<file path="config.mk">
export PLATFORM = sky130hd
export DESIGN_NAME = simd_loop_ctrl
export DESIGN_NICKNAME = d
export VERILOG_FILES = /design/src/rtl/simd_loop_pkg.sv /design/src/rtl/simd_loop_ctrl_ram.sv /design/src/rtl/simd_loop_ctrl.sv
export SDC_FILE = /design/constraint.sdc
export NUM_CORES = 1
export LEC_CHECK = 0
export BUFFER_PORTS_ARGS = -buffer_cell sky130_fd_sc_hd__buf_2
export CAP_MARGIN = 5
export CORE_MARGIN = 2
export CORE_UTILIZATION = 57
export CTS_CLUSTER_DIAMETER = 100
export DETAILED_ROUTE_END_ITERATION = 10
export PLACE_DENSITY = 0.78
export SETUP_SLACK_MARGIN = 0.02
export SLEW_MARGIN = 10
export SYNTH_ARGS = -nofsm -noshare
export SYNTH_HDL_FRONTEND = slang
export SYNTH_SLANG_ARGS = --single-unit
</file>
<file path="constraint.sdc">
create_clock -name clk -period 5.9 [get_ports clk]
set_input_delay 0 -clock clk [delete_from_list [all_inputs] [get_ports clk]]
set_output_delay 0 -clock clk [all_outputs]
set_load 0.03 [all_outputs]
</file>
<file path="src/rtl/simd_loop_pkg.sv">
// Shared types and defaults for the SIMD loop controller.
package simd_loop_pkg;

  localparam int unsigned DEF_INST_WIDTH = 32;
  localparam int unsigned DEF_BODY_DEPTH = 16;
  localparam int unsigned DEF_ITER_BITS  = 16;

  // Value driven on err alongside the done pulse for a rejected configuration.
  localparam logic ERR_BAD_CFG = 1'b1;

  typedef enum logic [1:0] {
    ST_IDLE,
    ST_FILL,
    ST_REPLAY,
    ST_DONE
  } state_e;

endpackage

</file>
<file path="src/rtl/simd_loop_ctrl_ram.sv">
// Simple dual-port body RAM: one write port, one registered read port.
module ram #(
  parameter int unsigned DATA_WIDTH = 32,
  parameter int unsigned ADDR_WIDTH = 4
) (
  input  logic                  clk,
  input  logic                  i_we,
  input  logic [ADDR_WIDTH-1:0] i_waddr,
  input  logic [DATA_WIDTH-1:0] i_wdata,
  input  logic                  i_re,
  input  logic [ADDR_WIDTH-1:0] i_raddr,
  output logic [DATA_WIDTH-1:0] o_rdata
);

  logic [DATA_WIDTH-1:0] r_mem [0:(1<<ADDR_WIDTH)-1];
  logic [DATA_WIDTH-1:0] r_rdata;

  always_ff @(posedge clk) begin
    if (i_we) begin
      r_mem[i_waddr] <= i_wdata;
    end
    // Read data holds between reads so it can stand in as an issue register.
    if (i_re) begin
      r_rdata <= r_mem[i_raddr];
    end
  end

  assign o_rdata = r_rdata;

endmodule

</file>
<file path="src/rtl/simd_loop_ctrl.sv">
// Loop controller: passes instructions through, captures a loop body while
// issuing it, then replays the body from RAM until N iterations are issued.
module simd_loop_ctrl
  import simd_loop_pkg::*;
#(
  parameter int unsigned INST_WIDTH = DEF_INST_WIDTH,
  parameter int unsigned BODY_DEPTH = DEF_BODY_DEPTH,
  parameter int unsigned ITER_BITS  = DEF_ITER_BITS,
  localparam int unsigned AW = $clog2(BODY_DEPTH),
  localparam int unsigned LW = AW + 1
) (
  input  logic                  clk,
  input  logic                  reset,
  input  logic                  cfg_valid,
  output logic                  cfg_ready,
  input  logic [ITER_BITS-1:0]  cfg_num_iters,
  input  logic [LW-1:0]         cfg_body_len,
  input  logic                  inst_valid,
  output logic                  inst_ready,
  input  logic [INST_WIDTH-1:0] inst_data,
  input  logic                  issue_stall,
  output logic                  issue_valid,
  output logic [INST_WIDTH-1:0] issue_inst,
  output logic                  in_loop,
  output logic                  busy,
  output logic                  done,
  output logic                  err
);

  state_e                r_state;
  logic [ITER_BITS-1:0]  r_num_iters;
  logic [LW-1:0]         r_len;
  logic [AW-1:0]         r_wr_ptr;
  logic [AW-1:0]         r_rd_ptr;
  logic [ITER_BITS-1:0]  r_iter_cnt;
  logic                  r_issue_valid;
  logic [INST_WIDTH-1:0] r_issue_inst;
  logic                  r_in_loop;
  logic                  r_sel_ram;
  logic                  r_done;
  logic                  r_err;

  logic                  w_inst_ready;
  logic                  w_inst_acc;
  logic                  w_cfg_bad;
  logic [LW-1:0]         w_len_m1;
  logic                  w_fill_last;
  logic                  w_rd_last;
  logic                  w_iter_last;
  logic                  w_replay_step;
  logic [INST_WIDTH-1:0] w_ram_rdata;

  always_comb begin
    w_inst_ready = 1'b0;
    case (r_state)
      ST_IDLE: w_inst_ready = !issue_stall && !cfg_valid;
      ST_FILL: w_inst_ready = !issue_stall;
      default: w_inst_ready = 1'b0;
    endcase
  end

  assign w_inst_acc    = inst_valid && w_inst_ready;
  assign w_cfg_bad     = (cfg_num_iters == '0) || (cfg_body_len == '0) ||
                         (cfg_body_len > LW'(BODY_DEPTH));
  assign w_len_m1      = r_len - LW'(1);
  assign w_fill_last   = ({1'b0, r_wr_ptr} == w_len_m1);
  assign w_rd_last     = ({1'b0, r_rd_ptr} == w_len_m1);
  assign w_iter_last   = (r_iter_cnt == (r_num_iters - ITER_BITS'(1)));
  assign w_replay_step = (r_state == ST_REPLAY) && !issue_stall;

  ram #(
    .DATA_WIDTH(INST_WIDTH),
    .ADDR_WIDTH(AW)
  ) u_body_ram (
    .clk     (clk),
    .i_we    ((r_state == ST_FILL) && w_inst_acc),
    .i_waddr (r_wr_ptr),
    .i_wdata (inst_data),
    .i_re    (w_replay_step),
    .i_raddr (r_rd_ptr),
    .o_rdata (w_ram_rdata)
  );

  always_ff @(posedge clk) begin
    if (reset) begin
      r_state       <= ST_IDLE;
      r_num_iters   <= '0;
      r_len         <= '0;
      r_wr_ptr      <= '0;
      r_rd_ptr      <= '0;
      r_iter_cnt    <= '0;
      r_issue_valid <= 1'b0;
      r_issue_inst  <= '0;
      r_in_loop     <= 1'b0;
      r_sel_ram     <= 1'b0;
      r_done        <= 1'b0;
      r_err         <= 1'b0;
    end else begin
      r_issue_valid <= 1'b0;
      r_in_loop     <= 1'b0;
      r_done        <= 1'b0;
      r_err         <= 1'b0;
      case (r_state)
        ST_IDLE: begin
          if (cfg_valid) begin
            if (w_cfg_bad) begin
              r_state <= ST_DONE;
              r_done  <= 1'b1;
              r_err   <= ERR_BAD_CFG;
            end else begin
              r_num_iters <= cfg_num_iters;
              r_len       <= cfg_body_len;
              r_wr_ptr    <= '0;
              r_rd_ptr    <= '0;
              r_iter_cnt  <= '0;
              r_state     <= ST_FILL;
            end
          end else if (w_inst_acc) begin
            r_issue_valid <= 1'b1;
            r_issue_inst  <= inst_data;
            r_sel_ram     <= 1'b0;
          end
        end
        ST_FILL: begin
          if (w_inst_acc) begin
            r_issue_valid <= 1'b1;
            r_issue_inst  <= inst_data;
            r_in_loop     <= 1'b1;
            r_sel_ram     <= 1'b0;
            r_wr_ptr      <= r_wr_ptr + 1'b1;
            if (w_fill_last) begin
              if (r_num_iters == ITER_BITS'(1)) begin
                r_state <= ST_DONE;
                r_done  <= 1'b1;
              end else begin
                r_state    <= ST_REPLAY;
                r_rd_ptr   <= '0;
                r_iter_cnt <= ITER_BITS'(1);
              end
            end
          end
        end
        ST_REPLAY: begin
          // Replay data arrives straight from the RAM read register.
          if (!issue_stall) begin
            r_issue_valid <= 1'b1;
            r_in_loop     <= 1'b1;
            r_sel_ram     <= 1'b1;
            if (w_rd_last) begin
              r_rd_ptr <= '0;
              if (w_iter_last) begin
                r_state <= ST_DONE;
                r_done  <= 1'b1;
              end else begin
                r_iter_cnt <= r_iter_cnt + 1'b1;
              end
            end else begin
              r_rd_ptr <= r_rd_ptr + 1'b1;
            end
          end
        end
        ST_DONE: r_state <= ST_IDLE;
        default: r_state <= ST_IDLE;
      endcase
    end
  end

  assign cfg_ready   = (r_state == ST_IDLE);
  assign inst_ready  = w_inst_ready;
  assign issue_valid = r_issue_valid;
  assign issue_inst  = r_sel_ram ? w_ram_rdata : r_issue_inst;
  assign in_loop     = r_in_loop;
  assign busy        = (r_state != ST_IDLE);
  assign done        = r_done;
  assign err         = r_err;

endmodule

</file>
==> results of run 1 <==
[what timing repair did]
action                    CTS  global route
hold buffers               68             0
setup buffers               0             0
gates resized for setup     0             0
hold endpoints to repair  574             0
[power by group through the flow]
stage	Combinational, uW	Clock (uW)	Sequential [uW]
2_1_floorplan	973	0	5070
3_3_place_gp	1240	0	5130
3_5_place_dp	1270	0	5140
4_1_cts	1320	3850	5040
5_1_grt	1420	4010	5050
6_report	1320	3800	5050
[metal layers]
layer  GRT usage (%)  part of all wire, %  vias up
met3            3.83                  8.0      118
met4            8.32                  2.7        0
met2            44.2                   51      741
li1                -                    -     6695
met1            34.3                   39     7731
met5               0                    0        -
[cells by family (layout without fill, tap and decap cells)]
family          Yosys count  count (layout)
simple gates            330             330
xor+xnor                 27              27
flops                   628             628
mux                     227             227
fa+ha+maj                13              13
buf+inv                 112             320
compound gates          297             297
[state kept, by name, summed over array words and instances (netlist names), 2 cells and up]
name	flops
u_body_ram.o_rdata	32
r_iter_cnt	16
r_wr_ptr	4
r_issue_inst	32
r_len	5
r_num_iters	16
r_state	2
r_rd_ptr	4
u_body_ram.r_mem	512
[cell usage in the layout, fill, tap and decap left out, drive strengths merged, types with 4 or more instances in the layout]
cell / count
a221oi: 33
dfxtp: 84
nand2: 183
nand4: 13
nand3: 13
o31ai: 7
a22oi: 32
and3: 5
buf: 123
or4: 5
and2: 6
or3: 11
a31oi: 5
clkinvlp: 8
nand4b: 4
o211ai: 6
nor4: 9
xor2: 12
mux2: 62
clkinv: 19
mux2i: 101
ha: 13
mux4: 64
nand2b: 4
nor2: 36
o21ai: 75
dlygate4sd3: 68
nor3: 20
nor3b: 5
a21oi: 113
inv: 18
edfxtp: 544
bufinv: 6
clkbuf: 78
xnor2: 14
[final timing paths]
path | endpoint | slack [ns] | cells after the start
max reg2reg | u_body_ram.r_mem[1][20] | 2.27 | 7
min | r_num_iters[0] | 0.02 | 2
max | u_body_ram.r_mem[1][20] | 2.27 | 7
min reg2reg | r_issue_inst[5] | 0.45 | 2
[layout make-up]
cell class / count / area [um2]
multi-input cells: 894 / 7150
inverters: 17 / 77.6
well taps: 592 / 741
fillers: 2844 / 14800
flip-flops and latches: 628 / 18000
clock inverters: 34 / 350
repair buffers: 191 / 1430
clock buffers: 78 / 1620
[per-stage QoR]
step	instance area, um2	hold slack [ns]
floorplan	25600	0.0989
global placement	26700	0.256
detailed placement	26700	0.262
CTS	29400	0.00242
global route	29400	0.0175
finish	29400	0.0214
==> out/qor.txt, run 1 <==
outcome = completed
vias in the first global route = 15186
Synth Area in Adders = 0.636%
syn nets = 1705
routability cong. = 0.954
GRT Util Overall = 25.8%
asr flop ratio synth = 0%
Yosys top cell area share = 63.9%
Synth Register Bits = 628
Total Wirelength = 60200 um
synthesized area = 25600 um2
Site Rows = 77
Setup violations, final = 0
clk buf depth = 3
critical path's slowest cell = nor3_2
complex-gate fraction of the synthesized area = 7.29%
fin nets = 1862
Hold WC Path Type = in2reg
CP startpoint = r_state[1]
I/O Pins = 97
total gr overflow = 0
Net Sw Frac = 25.2%
clock skew = 0.0557 ns
share of cells above drive strength 1 = 21.3%
mux cell area share after synthesis = 12.3%
Crit Path Max Fanout = 23
Maximum Capacitance Violations = 0
clock sink count = 628
largest net degree at the start of global routing = 122
routed vias/inst = 6.28
Slew Limit Fails = 0
Leakage = 0.00949 uW
Critical Path End Type = flip-flop
clk_lat worst skew = 0.65 ns
Tightest Pin Transition = 1.17 ns
DP Worst Slack = 2.34 ns
NetSw = 2570 uW
worst vdd ir = 0.316 mV
Post-Synth Simple-Gate Area = 6.24%
Flop pwr share = 49.6%
total power = 10200 uW
Clock Power Share = 37.4%
Main synth FF type = edfxtp_1
P_int = 7610 uW
kind of critical path = reg2reg
Final min period = 3.63 ns
Starting Density = 57.8%
routed len/inst = 24.7 um
dominant cell by count in the synthesized netlist = edfxtp_1
required time of the critical path = 6.19 ns
crit start category = flip-flop
Power Density = 346 nW/um2
DRC = 0
final hold vios = 0
CP peak stage delay = 0.92 ns
Inst Count DP = 2254
hold_sp = reset
Post-synth EDFFs = 544
RSZ-0062 raised after global routing = no
Logic pwr share = 13.0%
Antenna diodes = 0
Iter 0 DRT Violations = 1809
Reg clk slew, reported paths = 0.06 ns
CTS tree = built
total CTS buffers = 59
Mean Syn Cell Area = 15.6 um2
placed wire-length estimate = 33000 um
main area contributors after synthesis = edfxtp_1 (64%), dfxtp_1 (6.6%), mux4_2 (5.6%)
Synthesis Warnings = 0
delay-heaviest family, CP = simple AND/OR/NAND/NOR gates
via count = 15285
worst path bufs/invs = 3
setup tns final = 0 ns
Mapped Cells = 1634
Synth Area in XOR/XNOR = 1.01%
crit share post-route = 61.5%
Worst slew margin = 21.9%
core area = 44200 um2
Die Width = 216 um
Non-Filler Instances = 2434
Max Freq = 276 MHz
setup ws final = 2.27 ns
combinational family with the most area after synthesis = multiplexers
area of the die = 46600 um2
initial antenna violation count = 0
crit path DAT = 3.91 ns
P&R area growth vs syn = 14.9%
Final Util = 66.5%
synth cell count leaders = edfxtp_1 (544), nand2_1 (183), a21oi_1 (112)
height of the die = 216 um
sequential area share after synthesis = 70.5%
cell chain of the critical path = inv_1 -> ha_1 -> inv_1 -> nor3b_1 -> nand2_1 -> nor3_2 -> buf_12
H-tree depth = 2
Post-DRT Antenna Nets = 0
synth unique cells = 82
Port Buffers = 96
worst flop-to-flop path startpoint = r_state[1]
critical path's most frequent cell = inv_1
Root Driver = clkbuf_16
first-pass GRT wire length = 90300 um
area leader, netlist = edfxtp_1
drt first pass iters = 8
Note: power is estimated with default switching activity, not from simulation.
==> run 2, diff against run 1 <==
Clock period 5.9 ns to 3.65 ns, I/O delays scaled along.
==> run 2 against run 1 <==
Global-route usage rose by 0.72 points. Design area rose by 1.4%. Power rose by 66%. Wire length rose by 3.2%. Critical path type unchanged. Highest routed layer is now met5.
==> out/qor.txt, run 2 (synthesized netlist as in run 1, its figures left out) <==
total gr overflow = 0 (unchanged)
setup tns final = 0 ns (unchanged)
RSZ-0062 raised after global routing = no
height of the die = 216 um (unchanged)
delay-heaviest family, CP = simple AND/OR/NAND/NOR gates
Final min period = 3.45 ns (-0.179 ns)
placed wire-length estimate = 34200 um (+3.7%)
metal2 WL = 31400 um (+3.0%)
initial antenna violation count = 1 (+1)
Hold WC Path Type = in2reg
Post-DRT Antenna Nets = 0 (unchanged)
Iter 0 DRT Violations = 1663 (-8.1%)
Worst slew margin = 39.5% (+18 points)
sequential cell area = 18000 um2 (unchanged)
NetSw = 4200 uW (+64%)
area of the die = 46600 um2 (unchanged)
Antenna diodes = 0 (unchanged)
# fillers = 2814 (-1.1%)
Logic pwr share = 13.2% (+0.2 points)
clk_lat worst skew = 0.64 ns (about the same)
commonest non-fill, non-tap cell in the layout = edfxtp_1
Tightest Pin Transition = 0.907 ns (-0.265 ns)
setup ws final = 0.201 ns (-2.07 ns)
crit path DAT = 3.97 ns (+0.06 ns)
core area = 44200 um2 (unchanged)
max FFs per register = 512 (unchanged)
worst vdd ir = 0.453 mV (+43%)
via count = 15396 (+0.73%)
I/O Pins = 97 (unchanged)
vias in the first global route = 15485 (+2.0%)
Die Width = 216 um (unchanged)
Port Buffers = 96 (unchanged)
Flop pwr share = 47.9% (-1.7 points)
routability cong. = 0.864 (-9.4%)
Net Sw Frac = 24.8% (-0.41 points)
most frequent cells in the layout = edfxtp_1 (544), nand2_1 (183), a21oi_1 (112)
worst path bufs/invs = 3 (unchanged)
total CTS buffers = 59 (unchanged)
CP peak stage delay = 0.72 ns (-0.20 ns)
Crit Path Max Fanout = 12 (-48%)
share of cells above drive strength 1 = 22.0% (+0.66 points)
CTS tree = built
required time of the critical path = 4.17 ns (-2.02 ns)
P_int = 12700 uW (+67%)
Power Density = 567 nW/um2 (+64%)
Final Util = 67.4% (+0.94 points)
Leakage = 0.00964 uW (+1.6%)
clock sink count = 628 (unchanged)
final hold vios = 0 (unchanged)
fin nets = 1884 (+1.2%)
metal1 wirelength = 24000 um (+3.0%)
drt first pass iters = 6 (-2)
PostCTS Resize Cnt = 0 (unchanged)
critical path's slowest cell = or3_1
Setup violations, final = 0 (unchanged)
Largest Register = u_body_ram.r_mem
Site Rows = 77 (unchanged)
crit start category = flip-flop
clk buf depth = 3 (unchanged)
Hold Buf Count CTS = 70 (+2.9%)
Critical Path End Type = flip-flop
number of post-CTS setup repair buffers = 0 (unchanged)
Reg clk slew, reported paths = 0.07 ns (about the same)
P&R area growth vs syn = 16.6%
clock skew = 0.0435 ns (-0.0122 ns)
met3 wire len = 4700 um (-2.1%)
outcome = completed
Slew Limit Fails = 0 (unchanged)
Clock Power Share = 38.9% (+1.5 points)
routed vias/inst = 6.27 (-0.18%)
routed len/inst = 25.3 um (+2.3%)
GRT Util Overall = 26.5% (+0.72 points)
DP Worst Slack = 0.454 ns (-1.88 ns)
Root Driver = clkbuf_16
Max Freq = 290 MHz (+5.2%)
area of the multi-input gates = 7180 um2 (+0.35%)
Total Wirelength = 62100 um (+3.2%)
Maximum Capacitance Violations = 0 (unchanged)
DRC = 0 (unchanged)
kind of critical path = reg2reg
largest net degree at the start of global routing = 120 (-1.6%)
H-tree depth = 2 (unchanged)
top sig layer = met5
first-pass GRT wire length = 92400 um (+2.3%)
cell chain of the critical path = inv_1 -> ha_1 -> and2b_2 -> nor2_1 -> nor2_1 -> nand2_1 -> or3_1 -> buf_4 -> nand2_1 -> a21oi_1 -> dlygate4sd3_1
crit share post-route = 94.5% (+33 points)
Starting Density = 57.8% (unchanged)
## run 2: final timing paths
kind / to / slack (ns) / startpoint / depth (start not counted)
hold / removal: r_num_iters[13] / 0.18 / cfg_num_iters[13] / 4
hold reg to reg: r_issue_inst[26] / 0.45 / r_issue_inst[26] / 2
setup reg to reg: r_issue_inst[11] / 0.20 / r_state[1] / 11
setup / recovery: r_issue_inst[11] / 0.20 / r_state[1] / 11
## run 2: layer usage
metal | vias to the layer above | GRT usage, %
met5 | - | 0
met4 | 2 | 10.3
met3 | 125 | 3.68
met2 | 688 | 45.1
met1 | 7848 | 35.0
li1 | 6733 | -
## run 2: power groups by stage
stage / Combinational [uW] / Sequential, uW / Clock, uW
after global routing: 2420 / 8110 / 6870
final: 2240 / 8100 / 6580
after global placement: 2080 / 8240 / 0
after detailed placement: 2140 / 8250 / 0
after CTS: 2220 / 8100 / 6630
after floorplan: 1570 / 8200 / 0
## run 2: worst min-delay path, stage by stage
cell and delay [ns]:
dlygate4sd3_1 0.53, buf_2 0.13, nand2_1 0.06, a21oi_1 0.06
## run 2: layout make-up
class | instances | area share [%]
multi-input combinational | 894 | 24.1
timing repair buffer | 213 | 5.61
clock buffer | 77 | 5.35
clock inverter | 35 | 1.74
inverter | 17 | 0.260
tap | 592 | 2.48
sequential | 628 | 60.5
## run 2: through the flow
| step | power [uW] | std cells | instance area (um2) | hold slack [ns] |
|---|---|---|---|---|
| 2_1_floorplan | 9770 | 1634 | 25600 | 0.0989 |
| 3_3_place_gp | 10300 | 2274 | 27000 | 0.256 |
| 3_5_place_dp | 10400 | 2274 | 27000 | 0.263 |
| 4_1_cts | 16900 | 2456 | 29800 | 0.146 |
| 5_1_grt | 17400 | 2456 | 29800 | 0.196 |
| 6_report | 16900 | 2456 | 29800 | 0.182 |
==> run 3, diff against run 2 <==
Settings changed: PLACE_DENSITY 0.78 to 0.76.
==> run 3 against run 2 <==
Clock power down 4.7%. Highest routed layer unchanged. Critical path depth is 4 lower. Clock-buffer cell count increased by 2. Clock skew down 0.011 ns. Sequential power is essentially flat. Flip-flop and latch count is the same. Design area is 0.34% lower. Non-clock buffer count is 2 higher.
==> out/qor.txt, run 3 (synthesized netlist as in run 1, its figures left out) <==
outcome = completed
Antenna diodes = 0 (unchanged)
via count = 15258 (-0.90%)
Non-Filler Instances = 2462 (+0.24%)
height of the die = 216 um (unchanged)
Max Freq = 312 MHz (+7.7%)
Post-DRT Antenna Nets = 0 (unchanged)
I/O Pins = 97 (unchanged)
clk buf depth = 3 (unchanged)
drt first pass iters = 5 (-1)
total CTS buffers = 61 (+3.4%)
CP startpoint = r_state[1]
kind of critical path = reg2reg
total gr overflow = 0 (unchanged)
Hold WC Path Type = in2reg
Leakage = 0.00963 uW (-0.12%)
setup tns final = 0 ns (unchanged)
Reg clk slew, reported paths = 0.06 ns (about the same)
placed wire-length estimate = 32500 um (-4.9%)
max FFs per register = 512 (unchanged)
initial antenna violation count = 1 (unchanged)
R2R setup slack = 0.45 ns (+0.25 ns)
clock sink count = 628 (unchanged)
Inst Count DP = 2269 (-0.22%)
clock skew = 0.0329 ns (-0.0106 ns)
largest net degree at the start of global routing = 130 (+8.3%)
vias in the first global route = 15378 (-0.69%)
crit start category = flip-flop
clk_lat worst skew = 0.65 ns (about the same)
GRT Util Overall = 26.1% (-0.41 points)
Crit Path Max Fanout = 32 (+20)
first-pass GRT wire length = 91500 um (-0.96%)
most frequent cells in the layout = edfxtp_1 (544), nand2_1 (183), a21oi_1 (112)
Setup violations, final = 0 (unchanged)
Iter 0 DRT Violations = 1638 (-1.5%)
P&R area growth vs syn = 16.2%
worst flop-to-flop path startpoint = r_state[1]
crit share post-route = 87.7% (-6.8 points)
routed vias/inst = 6.20 (-1.1%)
H-tree depth = 2 (unchanged)
final hold vios = 0 (unchanged)
commonest non-fill, non-tap cell in the layout = edfxtp_1
crit path DAT = 3.45 ns (-0.52 ns)
Tightest Pin Transition = 1.00 ns (+0.0946 ns)
Starting Density = 57.8% (unchanged)
Slew Limit Fails = 0 (unchanged)
share of cells above drive strength 1 = 21.8% (-0.18 points)
RSZ-0062 raised after global routing = no
Port Buffers = 96 (unchanged)
routability cong. = 0.874 (+1.2%)
Site Rows = 77 (unchanged)
Final min period = 3.20 ns (-0.247 ns)
Root Driver = clkbuf_16
area of the die = 46600 um2 (unchanged)
cell count of the worst reg-to-reg path = 7 (-4)
Setup crit end = u_body_ram.r_mem[11][16]
core area = 44200 um2 (unchanged)
Critical Path End Type = flip-flop
worst vdd ir = 0.476 mV (+5.2%)
Maximum Capacitance Violations = 0 (unchanged)
PostCTS Resize Cnt = 0 (unchanged)
Total Wirelength = 60200 um (-3.0%)
Worst slew margin = 33.2% (-6.3 points)
Power Density = 559 nW/um2 (-1.6%)
Largest Register = u_body_ram.r_mem
required time of the critical path = 3.90 ns (-0.27 ns)
routed len/inst = 24.5 um (-3.3%)
r2r endpoint = u_body_ram.r_mem[11][16]
Die Width = 216 um (unchanged)
DRC = 0 (unchanged)
CTS tree = built
fin nets = 1888 (+0.21%)
[run 3: cell types whose count changed in the layout (fill, tap and decap cells not counted), sizes merged]
| cell | previous run | this run |
|---|---|---|
| inv | 18 | 17 |
| clkinvlp | 4 | 5 |
| bufinv | 12 | 7 |
| dlygate4sd3 | 70 | 77 |
| clkbuf | 77 | 79 |
| clkinv | 18 | 25 |
| buf | 143 | 138 |
[run 3: metal layers]
metal / wire (um) / track usage [%]
met5: 13 / 0
met1: 24000 / 36.0
met4: 1610 / 8.87
met3: 4970 / 4.13
met2: 29600 / 42.9
[run 3: report_power, final]
group	total, uW	internal [uW]	switching (uW)
clock network	6270	3570	2700
logic	2210	873	1340
registers	8100	7970	133
total	16600	12400	4170
[run 3: critical path, cell delays in order (launching register included)]
cell,delay (ns)
dfxtp_1,0.35
inv_1,0.10
ha_1,0.32
inv_1,0.14
nor3b_1,0.70
nand2_1,0.44
nor2_4,0.21
buf_4,0.57
[run 3: per-stage QoR]
stage               cell area [um2]  hold WS [ns]  worst slack (ns)  utilization, %  power, uW
floorplan                     25600        0.0989             0.324               -       9770
detailed placement            26900         0.261             0.493            60.8      10400
finish                        29700         0.268             0.448            67.2      16600
global placement              26900         0.257             0.579            60.8      10300
CTS                           29700         0.219             0.479            67.2      16700
global route                  29700         0.257             0.162            67.2      17100
[run 3: how the worst min path moves through the flow]
stage | end | depth (start not counted) | from | slack, ns
2_1_floorplan | u_body_ram.r_mem[0][0] | 0 | inst_data[0] | 0.1
3_3_place_gp | r_num_iters[10] | 3 | cfg_num_iters[10] | 0.26
3_5_place_dp | r_num_iters[4] | 3 | cfg_num_iters[4] | 0.26
4_1_cts | err | 4 | cfg_valid | 0.22
5_1_grt | r_len[3] | 4 | cfg_body_len[3] | 0.26
6_report | err | 4 | cfg_valid | 0.27
[run 3: final cells by class]
| type | instances | area, um2 |
|---|---|---|
| Clock inverter | 37 | 410 |
| Inverter | 17 | 77.6 |
| Fill cell | 2922 | 14500 |
| Tap cell | 592 | 741 |
| Timing Repair Buffer | 215 | 1650 |
| Multi-Input combinational cell | 894 | 7180 |
| Sequential cell | 628 | 18000 |
| Clock buffer | 79 | 1610 |
[run 3: timing repair]
| item | CTS | global route |
|---|---|---|
| setup buffers | 0 | 0 |
| hold buffers | 77 | 0 |
| hold endpoints to repair | 573 | 0 |
| setup endpoints to repair | 0 | 0 |
